[src/rtl/fetch_pc_unit.sv]
// IF-stage PC sequencer and IF/ID register, with mispredict detection against EX resolution.
// Latency: fetch PC -> IF/ID 1 cycle; mispredict in cycle N -> corrected current_pc in N+1.
// Backpressure: stall holds PC and IF/ID; a mispredict redirects and bubbles even under stall.
module fetch_pc_unit #(
    parameter logic [31:0] RESET_PC = 32'h0000_0000,
    parameter logic [31:0] NOP_INST = 32'h0000_0013,
    parameter int unsigned CNT_W    = 32
) (
    input  logic             clk,
    input  logic             reset,
    input  logic [31:0]      predicted_pc,
    input  logic             stall,
    input  logic             ex_valid,
    input  logic             ex_taken,
    input  logic [31:0]      ex_target,
    input  logic [31:0]      ex_pc,
    input  logic [31:0]      ex_pred_pc,
    input  logic [31:0]      imem_rdata,
    output logic [31:0]      current_pc,
    output logic [31:0]      if_id_pc,
    output logic [31:0]      if_id_inst,
    output logic [31:0]      if_id_pred_pc,
    output logic             if_id_valid,
    output logic             flush,
    output logic             bp_update,
    output logic [31:0]      bp_prev_pc,
    output logic             bp_taken,
    output logic [31:0]      bp_target,
    output logic [CNT_W-1:0] branch_cnt,
    output logic [CNT_W-1:0] mispredict_cnt
);

    localparam logic [CNT_W-1:0] CNT_ONE = CNT_W'(1);
    localparam logic [CNT_W-1:0] CNT_MAX = {CNT_W{1'b1}};

    logic [31:0] correct_next;
    logic        mispredict;

    // Fall-through address wraps modulo 2^32, so a branch at 0xFFFF_FFFC falls through to 0.
    always_comb begin
        correct_next = 32'd0;
        if (ex_taken) begin
            correct_next = {ex_target[31:2], 2'b00};
        end else begin
            correct_next = ex_pc + 32'd4;
        end
    end

    assign mispredict = ex_valid & ~reset & (ex_pred_pc != correct_next);
    assign flush      = mispredict;

    assign bp_update  = ex_valid & ~reset;
    assign bp_prev_pc = ex_pc;
    assign bp_taken   = ex_taken;
    assign bp_target  = ex_target & ~32'h3;

    always_ff @(posedge clk) begin
        if (reset) begin
            current_pc <= RESET_PC;
        end else if (mispredict) begin
            current_pc <= correct_next;
        end else if (!stall) begin
            current_pc <= predicted_pc;
        end
    end

    // A killed entry carries no meaningful pc/pred_pc, so zero them rather than hold stale data.
    always_ff @(posedge clk) begin
        if (reset) begin
            if_id_pc      <= 32'd0;
            if_id_inst    <= NOP_INST;
            if_id_pred_pc <= 32'd0;
            if_id_valid   <= 1'b0;
        end else if (mispredict) begin
            if_id_pc      <= 32'd0;
            if_id_inst    <= NOP_INST;
            if_id_pred_pc <= 32'd0;
            if_id_valid   <= 1'b0;
        end else if (!stall) begin
            if_id_pc      <= current_pc;
            if_id_inst    <= imem_rdata;
            if_id_pred_pc <= predicted_pc;
            if_id_valid   <= 1'b1;
        end
    end

    // Statistics keep counting through stalls and stick at all-ones.
    always_ff @(posedge clk) begin
        if (reset) begin
            branch_cnt     <= '0;
            mispredict_cnt <= '0;
        end else begin
            if (ex_valid && (branch_cnt != CNT_MAX)) begin
                branch_cnt <= branch_cnt + CNT_ONE;
            end
            if (mispredict && (mispredict_cnt != CNT_MAX)) begin
                mispredict_cnt <= mispredict_cnt + CNT_ONE;
            end
        end
    end

endmodule
[config.mk]
export PLATFORM = sky130hd
export DESIGN_NAME = fetch_pc_unit
export DESIGN_NICKNAME = d
export VERILOG_FILES = /design/src/rtl/fetch_pc_unit.sv
export SDC_FILE = /design/constraint.sdc
export NUM_CORES = 1
export LEC_CHECK = 0
export CAP_MARGIN = 20
export CORE_AREA = 10 10 155 157
export DETAILED_ROUTE_END_ITERATION = 16
export DIE_AREA = 0 0 165 167
export DONT_BUFFER_PORTS = 1
export PLACE_DENSITY = 0.66
export RECOVER_POWER = 100
export SLEW_MARGIN = 15
export SYNTH_ARGS = -nofsm -noshare
export SYNTH_HDL_FRONTEND = slang
export SYNTH_SLANG_ARGS = --single-unit
export TNS_END_PERCENT = 30
[constraint.sdc]
create_clock -name clk -period 4.1 [get_ports clk]
set_input_delay 0.205 -clock clk [delete_from_list [all_inputs] [get_ports clk]]
set_output_delay 0.205 -clock clk [all_outputs]
set_load 0.01 [all_outputs]
==> flow_metrics.tcl <==
set metrics [dict create \
    status "finished, violations left" \
    violations "max-capacitance violations, max-slew violations" \
    setup_violations 0 \
    drt_wl_total_um 38300 \
    avgSynthCellArea_um2 8.27 \
    wl_per_cell_um 25.6 \
    track_usage 0.265 \
    synth_xor_area_frac 0.0758 \
    yosysTopAreaCellShare 0.361 \
    core_area_mm2 0.0208 \
    fin_nets 1374 \
    synthFlopType "dfxtp_1" \
    first_iter_violations 957 \
    worstSkewPairLatency_ns 0.44 \
    pin_count 425 \
    worstSetupEndpointType "register" \
    cts.path.max_buffers 2 \
    vias 9306 \
    ir_worst_vdd_mv 0.284 \
    die_w_um 165 \
    cap_violations 1 \
    row_count 53 \
    fin_crit_sh 0.926 \
    p_sw_mw 1.15 \
    cp.arrival_ns 4.15 \
    synthTopCellsByArea "dfxtp_1 (36%), mux2i_1 (7.3%), nor2_1 (5.2%), a21oi_1 (5.0%), buf_4 (4.8%)" \
    die_y_um 167 \
    pwr-share-comb 0.104 \
    p_per_area_mw_per_mm2 364 \
    final_common_cell "dfxtp_1" \
    hold_viol_final 0 \
    drc 0 \
    synthSimpleGateAreaFrac 0.239 \
    critPathKind "in2reg" \
    critPathRequiredTime_ns 4.45 \
    drv_slew 57 \
    portBuffers 0 \
    nFillCells 1966 \
    hpwl_um 28200 \
    dr.pass1.iters 6 \
    gp_congestion 0.971 \
    synth_top_family_by_area "simple AND/OR/NAND/NOR gates" \
    yosysWarnings 0 \
    worst_slew_pin_slew_ns 2.45 \
    antenna_found_initial 5 \
    start_util 0.513 \
    yosysUniqueCellTypes 74 \
    postRouteAntennaNets 0 \
    clock-skew-final_ns 0.0130 \
    cts-resized-gates 0 \
    power_frac_clock 0.402 \
    synth_area_leader_cell "dfxtp_1" \
    muxShareOfSynthArea 0.0741 \
    grt_pass1_wl_um 56700 \
    postCtsSetupBuffers 0 \
    switching_share 0.282 \
    power.internal_mw 2.94 \
    syn2layout_area_growth_pct 4.97 \
    cts.htree.levels 4 \
    dieArea_mm2 0.0276 \
    min_period_ns 3.79 \
    mostFrequentLayoutCells "dfxtp_1 (193), nor2_1 (150), a21oi_1 (107), mux2i_1 (78), nand2_1 (66)" \
    slew_headroom -0.634 \
    synthCells 1293 \
    async_reset_ff_frac 0 \
    cp_max_fo 94 \
    cts_tree "done" \
    vias_per_cell 6.21 \
    fmax_mhz 264 \
    seq_power_share 0.494 \
    min_path_type "in2reg" \
    synth-seq-cells 193 \
    yosysSeqAreaShare 0.361 \
    grt_max_degree 98 \
    p_leak_nw 4.16 \
    grt_pass1_vias 8770 \
    synth_compound_area_frac 0.156 \
    clkTransAtPathRegs_ns 0.07 \
    synth_fa_ha_area_frac 0.00351 \
    utilization 0.539 \
    syn_area_mm2 0.0107 \
    root_buffer "clkbuf_16" \
    grt_overflow 0 \
    cp-start-kind "input port" \
    finalSetupTns_ns 0 \
    rsz0062_at_grt "no" \
    numCtsBuffers 17 \
    synth_edf_count 0 \
    drive_gt1_frac 0.0459 \
    clock_sinks 193 \
    holdBufCountCts 37 \
]
cells in the mapped netlist, drive strengths merged (3+ instances only):
master,count
and3,30
nor2b,44
inv,16
nor3,13
o221ai,3
nand2b,7
a21oi,107
buf,98
clkbuf,56
or2,3
nor3b,3
a2111oi,5
nand2,66
o211ai,4
nand4,34
nand3,64
o41ai,4
o311ai,3
nor4,11
nor4b,3
o21ai,66
or3,13
o2111ai,3
a211o,3
xnor2,42
or4,24
and4,15
nor2,150
xor2,48
ha,3
and2,3
o31ai,24
a211oi,5
dfxtp,193
mux2i,78
a31oi,4
o211a,14
stage by stage:
stage          hold WS [ns]  power [mW]  instances  area (um2)  setup WS, ns
6_report             0.0184        4.09       1499       11200         0.305
5_1_grt              0.0117        4.24       1498       11200         0.121
4_1_cts            0.000430        4.11       1494       11200         0.534
3_5_place_dp          0.284        2.42       1425       10300         0.243
3_3_place_gp          0.281        2.41       1425       10300        0.0729
2_1_floorplan         0.347        2.43       1294       10700          1.05
power groups by stage:
| stage | clock, mW | combinational, mW | sequential, mW |
|---|---|---|---|
| floorplan | 0 | 0.399 | 2.03 |
| global placement | 0 | 0.347 | 2.07 |
| detailed placement | 0 | 0.354 | 2.07 |
| CTS | 1.66 | 0.423 | 2.02 |
| global route | 1.74 | 0.468 | 2.03 |
| finish | 1.64 | 0.425 | 2.02 |
logic make-up after synthesis:
group / after synthesis
AND/OR/NAND/NOR: 488
buffers and inverters: 171
AO/OA/AOI/OAI: 267
adder cells (fa/ha/maj): 3
XOR/XNOR: 91
multiplexers: 79
other: 1
flip-flops: 193
layer usage:
| layer | track usage | part of all wire | wire, um |
|---|---|---|---|
| met5 | 0 | 0 | 0 |
| met4 | 0.0697 | 0.018 | 679 |
| met3 | 0.0952 | 0.11 | 4360 |
| met2 | 0.434 | 0.48 | 18200 |
| met1 | 0.319 | 0.39 | 15000 |
cell type report:
class | count | area [um2] | share of cell area
Antenna cell | 5 | 12.5 | 0.00111
Clock buffer | 18 | 429 | 0.0382
Clock inverter | 14 | 144 | 0.0128
Inverter | 17 | 63.8 | 0.00569
Multi-Input combinational cell | 930 | 5880 | 0.524
Sequential cell | 193 | 3860 | 0.344
Tap cell | 275 | 344 | 0.0307
Timing Repair Buffer | 47 | 489 | 0.0436
sequential cells by signal, summed over array words and instances, names as in the netlist:
signal          flops
branch_cnt         32
current_pc         32
if_id_inst         32
if_id_pc           32
if_id_pred_pc      32
if_id_valid         1
mispredict_cnt     32
worst paths after layout:
kind,start,end,slack (ns),cells past startpoint
worst min-delay path,ex_valid,mispredict_cnt[24],0.02,3
worst max register to register,branch_cnt[0],branch_cnt[30],0.94,9
worst max-delay path,ex_pc[9],if_id_pc[18],0.31,10
worst min register to register,if_id_valid,if_id_valid,0.52,2
worst max-delay path: stages:
cell and delay [ns]:
and3_1 0.36, nand3_1 0.34, o31a_1 0.34, o31ai_1 0.72, xnor2_1 0.17, a2111oi_2 0.57
and4_4 0.59, o21ai_4 0.06, buf_4 0.48, nor2_1 0.22
Power figures use the tool's default switching activity.
